`config.mk`:
```
export PLATFORM = sky130hd
export DESIGN_NAME = tm_spi_mem_master
export DESIGN_NICKNAME = d
export VERILOG_FILES = /design/src/rtl/tm_spi_mem_master.sv
export SDC_FILE = /design/constraint.sdc
export NUM_CORES = 1
export LEC_CHECK = 0
export CAP_MARGIN = 10
export CORE_MARGIN = 3
export CORE_UTILIZATION = 55
export CTS_CLUSTER_SIZE = 40
export DETAILED_ROUTE_END_ITERATION = 10
export PLACE_DENSITY = 0.89
export SYNTH_ARGS = -nofsm -noshare
export SYNTH_HDL_FRONTEND = slang
export SYNTH_SLANG_ARGS = --single-unit
```
`constraint.sdc`:
```
create_clock -name clk -period 3.6 [get_ports clk]
set_input_delay 0.54 -clock clk [delete_from_list [all_inputs] [get_ports clk]]
set_output_delay 0.54 -clock clk [all_outputs]
set_load 0.05 [all_outputs]
```
`src/rtl/tm_spi_mem_master.sv`:
```
// SPI RAM master: one read or write word per request.
// Frame on the wire: opcode, address bytes, dummy bits (reads only), data word.
// SPI mode 0. The SCK half-period is CLK_DIV clk cycles; MISO is sampled as SCK rises.
module tm_spi_mem_master #(
    parameter int          ADDR_W     = 16,
    parameter int          DATA_W     = 8,
    parameter int          CLK_DIV    = 1,
    parameter logic [7:0]  CMD_READ   = 8'h03,
    parameter logic [7:0]  CMD_WRITE  = 8'h02,
    parameter int          DUMMY_BITS = 0
) (
    input  logic              clk,
    input  logic              rst,
    input  logic              req_valid,
    output logic              req_ready,
    input  logic              req_write,
    input  logic [ADDR_W-1:0] req_addr,
    input  logic [DATA_W-1:0] req_wdata,
    output logic              rsp_valid,
    output logic [DATA_W-1:0] rsp_rdata,
    output logic              busy,
    output logic              spi_cs,
    output logic              spi_sck,
    output logic              spi_mosi,
    input  logic              spi_miso
);

    localparam int ADDR_BYTES = (ADDR_W + 7) / 8;
    localparam int ABITS      = 8 * ADDR_BYTES;
    localparam int NB_WR      = 8 + ABITS + DATA_W;
    localparam int NB_RD      = NB_WR + DUMMY_BITS;
    localparam int MAXB       = NB_RD;
    localparam int PAD        = MAXB - 8 - ABITS;
    localparam int BC_W       = $clog2(MAXB + 1);
    localparam int DIV_W      = $clog2(CLK_DIV + 1);

    typedef enum logic [2:0] {S_IDLE, S_SETUP, S_SHIFT, S_HOLD, S_DONE} state_t;

    state_t            state, state_nx;
    logic [DIV_W-1:0]  div_cnt;
    logic              sck_ph;      // 0 = low half of the bit period, 1 = high half
    logic [BC_W-1:0]   bit_cnt;
    logic              wr_q;
    logic [MAXB-1:0]   tx_sr;       // outgoing frame, MSB is on the wire
    logic [MAXB-1:0]   tx_load;
    logic [DATA_W-1:0] rx_sr;       // the last DATA_W samples are the data word
    logic              div_last;
    logic              bit_last;
    logic              hs;

    assign div_last  = (div_cnt == DIV_W'(CLK_DIV - 1));
    assign bit_last  = (bit_cnt == (wr_q ? BC_W'(NB_WR - 1) : BC_W'(NB_RD - 1)));
    assign req_ready = (state == S_IDLE) && !rst;
    assign hs        = req_valid && req_ready;

    // Frame image: the dummy bits and the read data slot are left as zeros.
    always_comb begin
        tx_load = {(req_write ? CMD_WRITE : CMD_READ), ABITS'(req_addr), {PAD{1'b0}}};
        if (req_write)
            tx_load = tx_load | (MAXB'(req_wdata) << DUMMY_BITS);
    end

    // State register
    always_ff @(posedge clk) begin
        if (rst) state <= S_IDLE;
        else     state <= state_nx;
    end

    // Next-state logic and SPI pin decode
    always_comb begin
        state_nx  = state;
        spi_cs    = 1'b0;
        spi_sck   = 1'b0;
        spi_mosi  = 1'b0;
        rsp_valid = 1'b0;
        busy      = 1'b1;
        case (state)
            S_IDLE: begin
                busy = 1'b0;
                if (hs) state_nx = S_SETUP;
            end
            S_SETUP: begin
                spi_cs   = 1'b1;
                spi_mosi = tx_sr[MAXB-1];
                if (div_last) state_nx = S_SHIFT;
            end
            S_SHIFT: begin
                spi_cs   = 1'b1;
                spi_sck  = sck_ph;
                spi_mosi = tx_sr[MAXB-1];
                if (div_last && sck_ph && bit_last) state_nx = S_HOLD;
            end
            S_HOLD: begin
                spi_cs = 1'b1;
                if (div_last) state_nx = S_DONE;
            end
            S_DONE: begin
                rsp_valid = 1'b1;
                state_nx  = S_IDLE;
            end
            default: state_nx = S_IDLE;
        endcase
    end

    // Datapath: divider, bit counter, shift registers, read data capture
    always_ff @(posedge clk) begin
        if (rst) begin
            div_cnt   <= '0;
            sck_ph    <= 1'b0;
            bit_cnt   <= '0;
            wr_q      <= 1'b0;
            tx_sr     <= '0;
            rx_sr     <= '0;
            rsp_rdata <= '0;
        end else begin
            div_cnt <= (state == S_IDLE || state == S_DONE || div_last) ? '0 : div_cnt + DIV_W'(1);
            case (state)
                S_IDLE: begin
                    if (hs) begin
                        wr_q    <= req_write;
                        tx_sr   <= tx_load;
                        bit_cnt <= '0;
                        sck_ph  <= 1'b0;
                    end
                end
                S_SHIFT: begin
                    if (div_last) begin
                        if (!sck_ph) begin
                            // SCK rises on this edge: sample MISO
                            sck_ph <= 1'b1;
                            rx_sr  <= {rx_sr[DATA_W-2:0], spi_miso};
                        end else begin
                            // SCK falls: advance MOSI to the next bit
                            sck_ph  <= 1'b0;
                            bit_cnt <= bit_cnt + BC_W'(1);
                            tx_sr   <= {tx_sr[MAXB-2:0], 1'b0};
                        end
                    end
                end
                S_HOLD: begin
                    if (div_last && !wr_q) rsp_rdata <= rx_sr;
                end
                default: ;
            endcase
        end
    end

endmodule

```
==> reports/metrics.csv, run 1 <==
metric,value,unit
outcome,completed,
Detail Route Antenna Nets,0,
clock skew,0.00878,ns
vias in the first global route,1911,
Nets,342,
clock power share,38.4,%
Root Driver,clkbuf_8,
Final Hold Viols,0,
CTS tree,built,
area delta synth->final,20.9,%
actual slew at the worst max-slew pin,1.11,ns
Yosys Warn Count,0,
total global routing overflow,0,
Reg-to-Reg Start,state[1]$_SDFFE_PP0P_,
Crit-path slowest cell,clkdlybuf4s50_1,
Max Fanout on Critical Path,14,
post-DR wirelength/cell,13.8,um
Residual DRC,0,
GRT Total Usage,20.2,%
Synth Cell Area,0.00252,mm^2
drt pass-1 iters,4,
most frequent cell after synthesis,dfxtp_1,
Worst EP required,3.06,ns
Avg Inst Size Synth,9.01,um^2
CP startpoint kind,register,
fillcell total,338,
Sum Neg Setup Slack,0,ns
"FF+latch count, synth",60,
sequential share of the synthesized area,47.6,%
First DRT Iteration DRCs,89,
Detailed Route WL,5100,um
initial antenna violation count,0,
DR vias,2066,
WHS,0.453,ns
Vias/cell,5.60,
Antenna Cells,0,
first-pass GRT wire length,8260,um
number of buffers created by CTS,9,
most instantiated cells after synthesis,"60 x dfxtp_1, 52 x nor2_1, 24 x nor3_1",
net switching power,0.358,mW
Yosys top cell by area,dfxtp_1,
CP max stage delay,0.85,ns
cell internal pwr,1.07,mW
Crit. End Element,primary output,
LEAKAGE,1.19,nW
Worst Hold End,tx_sr[24]$_SDFFE_PP0P_,
DP Wirelength,3240,um
gpl congestion,0.765,
share of cells above drive strength 1,8.52,%
worst skew pair latency,0.34,ns
Worst Path Arrival,2.29,ns
crit path kind,register to primary output,
max-slew violation count,0,
CTS sink cnt,60,
Placed Cells incl. Taps,353,
fin crit share,78.7,%
top_reg_cell synth,dfxtp_1,
Hold Path Class,register to register,
post-CTS sizing,0,
Post-synth EDFFs,0,
core box area,0.00438,mm^2
Max H-tree Level,3,
Die ar.,0.00543,mm^2
# hold bufs at CTS,0,
Die W,73.7,um
CP cell instances,xnor2_1 > nor3b_1 > clkdlybuf4s50_1,
IO Port Bufs,42,
sequential power share,50.1,%
highest clock rate,0.353,GHz
"Power, Total",1.43,mW
post-synthesis cell type count,44,
post-synth top area share,47.6,%
Mapped Nets,310,
Sw Share,25.0,%
normalized max-slew margin,25.8,%
Max Buffers Root-to-Sink,2,
pwr dens,469,mW/mm^2
Top Ports,43,
Cells after Synth,280,
Site Rows,24,
Logic pwr share,11.5,%
Non-Filler Instances,369,
Worst IR Drop VDD,0.291,mV
WHS Path Cells,2,
total of max-cap violations,0,
"Clk pin slew, worst setup/hold paths",0.07,ns
r2r worst-path depth,4,
Initial Util,57.5,%
Die Ht,73.7,um
slack of the worst reg-to-reg path,1.28,ns
final setup violation count,0,
"top cells by area, synth","dfxtp_1 48%, nor2_1 7.7%, mux2i_1 7.1%",
RSZ-0062 raised after global routing,no,
Final min period,2.83,ns
largest net degree at the start of global routing,57,
hold wc startpoint,tx_sr[24]$_SDFFE_PP0P_,
ys async rst share,0,%
Post-CTS Setup Inserts,0,
RR Endpoint,tx_sr[31]$_SDFFE_PP0P_,
[per-layer routing]
layer	wire length, um	track usage (%)	vias up
met5	0	0	-
met3	186	5.20	8
met4	93	13.1	0
li1	-	-	1041
met2	2670	33.9	38
met1	2150	22.3	979
[critical path, delay by kind of cell (launching register included)]
| kind | cells | cell delay (ns) |
|---|---|---|
| XOR/XNOR | 1 | 0.16 |
| buffers and inverters | 1 | 0.85 |
| flip-flops | 1 | 0.70 |
| AND/OR/NAND/NOR | 1 | 0.25 |
[registers in the layout (all words and copies together), names as in the netlist]
register   flops
wr_q           1
sck_ph         1
rsp_rdata      8
bit_cnt        6
rx_sr          8
state          3
div_cnt        1
tx_sr         32
[stage by stage]
stage / worst slack (ns) / cell area, um^2 / util [%]
after floorplan: 1.30 / 2520 / -
after global placement: 0.911 / 2870 / 65.4
after detailed placement: 0.893 / 2870 / 65.4
after CTS: 0.720 / 3050 / 69.6
after global routing: 0.685 / 3050 / 69.6
final: 0.766 / 3050 / 69.6
[cells by family (layout without fill, tap and decap cells)]
kind of cell,Yosys count,count (layout),share of synthesized area (%)
AOI/OAI and AO/OA,42,42,10.4
xor gates and xnor gates,4,4,1.39
adders and majority gates,1,1,0.496
buffers and inverters,24,61,5.90
DFF,60,60,47.6
muxes,18,18,7.14
other,1,1,0.149
and+or+nand+nor,130,130,26.9
[power by group through the flow]
stage          Clock, mW  Sequential, mW  Combinational [mW]
4_1_cts            0.558           0.716               0.166
5_1_grt            0.589           0.720               0.181
3_5_place_dp           0           0.730               0.164
6_report           0.550           0.716               0.165
3_3_place_gp           0           0.729               0.161
2_1_floorplan          0           0.719               0.126
[cells in the final DEF, fill, tap and decap left out, types with 2 or more instances in the layout]
| cell | instances |
|---|---|
| a21oi_1 | 18 |
| and2_1 | 2 |
| and2b_1 | 2 |
| clkbuf_1 | 3 |
| clkbuf_8 | 12 |
| clkdlybuf4s50_1 | 41 |
| dfxtp_1 | 60 |
| inv_1 | 2 |
| mux2i_1 | 18 |
| nand2_1 | 14 |
| nand2_2 | 2 |
| nand3_1 | 10 |
| nor2_1 | 52 |
| nor3_1 | 24 |
| nor4_1 | 7 |
| o211ai_1 | 2 |
| o22ai_1 | 16 |
| or3_1 | 2 |
| xnor2_1 | 4 |
[how the worst max path moves through the flow]
stage | start | endpoint | slack, ns | depth (start not counted)
6_report | state[1]$_SDFFE_PP0P_ | spi_mosi | 0.77 | 3
5_1_grt | state[1]$_SDFFE_PP0P_ | spi_mosi | 0.68 | 3
4_1_cts | state[1]$_SDFFE_PP0P_ | spi_mosi | 0.72 | 3
3_5_place_dp | req_valid | tx_sr[24]$_SDFFE_PP0P_ | 0.89 | 5
3_3_place_gp | req_valid | tx_sr[24]$_SDFFE_PP0P_ | 0.91 | 5
2_1_floorplan | state[1]$_SDFFE_PP0P_ | spi_mosi | 1.30 | 3
[layout make-up]
type	instances	area [um^2]	area share (%)
Clock buffer	15	176	5.78
Clock inverter	1	5.00	0.164
Multi-Input combinational cell	196	1170	38.4
Inverter	2	7.51	0.246
Tap cell	52	65.1	2.13
Sequential cell	60	1200	39.4
Timing Repair Buffer	43	423	13.9
Power figures use the tool's default switching activity.
==> run 2: changes to the inputs <==
- CORE_UTILIZATION: 55 -> 47
- PLACE_DENSITY: 0.89 -> 0.82
- clock period: 3.6 -> 2.31 ns (I/O delays scaled with it)
==> reports/metrics.csv, run 2 (synthesis results as in run 1) <==
metric,value,unit,change
Top delay family on crit path,buffers and inverters,,
r2r worst-path depth,5,,+1
Root Driver,clkbuf_8,,
actual slew at the worst max-slew pin,0.563,ns,-0.550 ns
Crit-path slowest cell,clkdlybuf4s50_1,,
share of cells above drive strength 1,11.2,%,+2.7 points
Sw Share,24.3,%,-0.66 points
Global Route met2 Usage,31.1,%,-2.8 points
normalized max-slew margin,62.5,%,+37 points
drt pass-1 iters,5,,+1
LEAKAGE,1.23,nW,+3.4%
Detailed Route WL,5110,um,about the same
IO Port Bufs,42,,unchanged
CP bufs+invs,1,,unchanged
Crit. End Element,primary output,,
GR Util met3,6.35,%,+1.2 points
Final Hold Viols,0,,unchanged
gpl congestion,0.811,,+6.0%
Placed Cells incl. Taps,376,,+6.5%
core box area,0.00514,mm^2,+17%
pwr dens,731,mW/mm^2,+56%
Worst Path Arrival,1.79,ns,-0.50 ns
RSZ-0062 raised after global routing,no,,
Final min period,2.14,ns,
Max H-tree Level,3,,unchanged
crit path kind,register to primary output,,
"Clk pin slew, worst setup/hold paths",0.06,ns,about the same
post-DR wirelength/cell,13.1,um,-5.6%
CTS tree,built,,
Vias/cell,5.37,,-4.2%
first-pass GRT wire length,9090,um,+10%
worst skew pair latency,0.34,ns,about the same
"Power, Total",2.28,mW,+60%
Final Util,60.8,%,-8.8 points
Nets,347,,+1.5%
worst setup path start,state[0]$_SDFFE_PP0P_,,
clock skew,0.00710,ns,-0.00167 ns
cell internal pwr,1.73,mW,+61%
GRT Total Usage,18.2,%,-1.9 points
Die ar.,0.00628,mm^2,+16%
# hold bufs at CTS,0,,unchanged
Top Registers,"tx_sr x32, rsp_rdata x8, rx_sr x8",,
Top Ports,43,,unchanged
"most common cell after layout, fill and taps aside",dfxtp_1,,
CP cell instances,nor2_1 > and2_1 > clkdlybuf4s50_1,,
Detail Route Antenna Nets,0,,unchanged
Non-Filler Instances,391,,+6.0%
sequential power share,48.5,%,-1.6 points
DR vias,2098,,+1.5%
Die Ht,79.3,um,+7.5%
Max Fanout on Critical Path,5,,-9
Residual DRC,0,,unchanged
DP Wirelength,3370,um,+4.1%
Logic pwr share,12.3,%,+0.8 points
Reg-to-Reg Start,state[0]$_SDFFE_PP0P_,,
CP startpoint kind,register,,
CP max stage delay,0.79,ns,-0.06 ns
Sum Neg Setup Slack,0,ns,unchanged
Worst EP required,1.96,ns,-1.10 ns
highest clock rate,0.467,GHz,
Top Usage Layer GRT,met2,,
most frequent cells in the layout,"60 x dfxtp_1, 52 x nor2_1, 36 x clkdlybuf4s50_1",,
final setup violation count,0,,unchanged
CTS sink cnt,60,,unchanged
Worst IR Drop VDD,0.347,mV,+19%
Largest register FFs,32,,unchanged
outcome,completed,,
Hold Path Class,register to register,,
Initial Util,49.1,%,-8.5 points
WHS Path Cells,2,,unchanged
total global routing overflow,0,,unchanged
clock power share,39.2,%,+0.8 points
fin crit share,92.6,%,
hold wc startpoint,tx_sr[27]$_SDFFE_PP0P_,,
Die W,79.3,um,+7.5%
largest net degree at the start of global routing,35,,-39%
Max Buffers Root-to-Sink,2,,unchanged
Levels on crit path,3,,unchanged
post-CTS sizing,0,,unchanged
net switching power,0.556,mW,+55%
Post-CTS Setup Inserts,0,,unchanged
max-slew violation count,0,,unchanged
Site Rows,26,,+8.3%
area delta synth->final,23.9,%,
total of max-cap violations,0,,unchanged
Antenna Cells,0,,unchanged
vias in the first global route,2031,,+6.3%
First DRT Iteration DRCs,153,,+72%
number of buffers created by CTS,9,,unchanged
initial antenna violation count,0,,unchanged
met1 Usage GRT,21.0,%,-1.3 points
most flop-heavy register,tx_sr,,
[run 2: cell count changes in the layout (fill, tap and decap cells not counted)]
| cell | before | now |
|---|---|---|
| buf_12 | 0 | 2 |
| buf_4 | 1 | 9 |
| bufinv_16 | 0 | 1 |
| clkbuf_8 | 12 | 10 |
| clkdlybuf4s50_1 | 41 | 36 |
[run 2: layout make-up]
| cell class | count | area (um^2) |
|---|---|---|
| clock inverter | 2 | 35.0 |
| tap | 70 | 87.6 |
| sequential | 60 | 1200 |
| multi-input combinational | 196 | 1170 |
| clock buffer | 13 | 149 |
| fill | 471 | 2010 |
| inverter | 2 | 7.51 |
| timing repair buffer | 48 | 473 |
[run 2: through the flow]
step | instance area [um^2] | hold WS (ns) | worst slack, ns
4_1_cts | 3130 | 0.453 | 0.152
3_3_place_gp | 2940 | 0.439 | 0.381
3_5_place_dp | 2940 | 0.445 | 0.326
5_1_grt | 3130 | 0.466 | 0.0413
2_1_floorplan | 2520 | 0.427 | 0.203
6_report | 3130 | 0.452 | 0.171
[run 2: power groups by stage]
stage	Clock (mW)	Combinational [mW]	Sequential (mW)
2_1_floorplan	0	0.196	1.12
3_3_place_gp	0	0.277	1.13
3_5_place_dp	0	0.282	1.13
4_1_cts	0.918	0.283	1.11
5_1_grt	0.961	0.312	1.11
6_report	0.895	0.282	1.11
[run 2: layer usage]
metal	vias up	wire length (um)
met5	-	0
met4	0	62
met3	6	273
met2	50	2450
met1	986	2320
li1	1056	-
[run 2: worst min-delay path, stage by stage (launching register included)]
cell and delay, ns:
dfxtp_1 0.31, nand2_1 0.05, a21oi_1 0.05
[run 2: final timing paths]
| check | endpoint | slack, ns |
|---|---|---|
| hold reg to reg | tx_sr[27]$_SDFFE_PP0P_ | 0.45 |
| setup reg to reg | tx_sr[7]$_SDFFE_PP0P_ | 0.54 |
| hold / removal | tx_sr[27]$_SDFFE_PP0P_ | 0.45 |
| setup / recovery | rsp_valid | 0.17 |
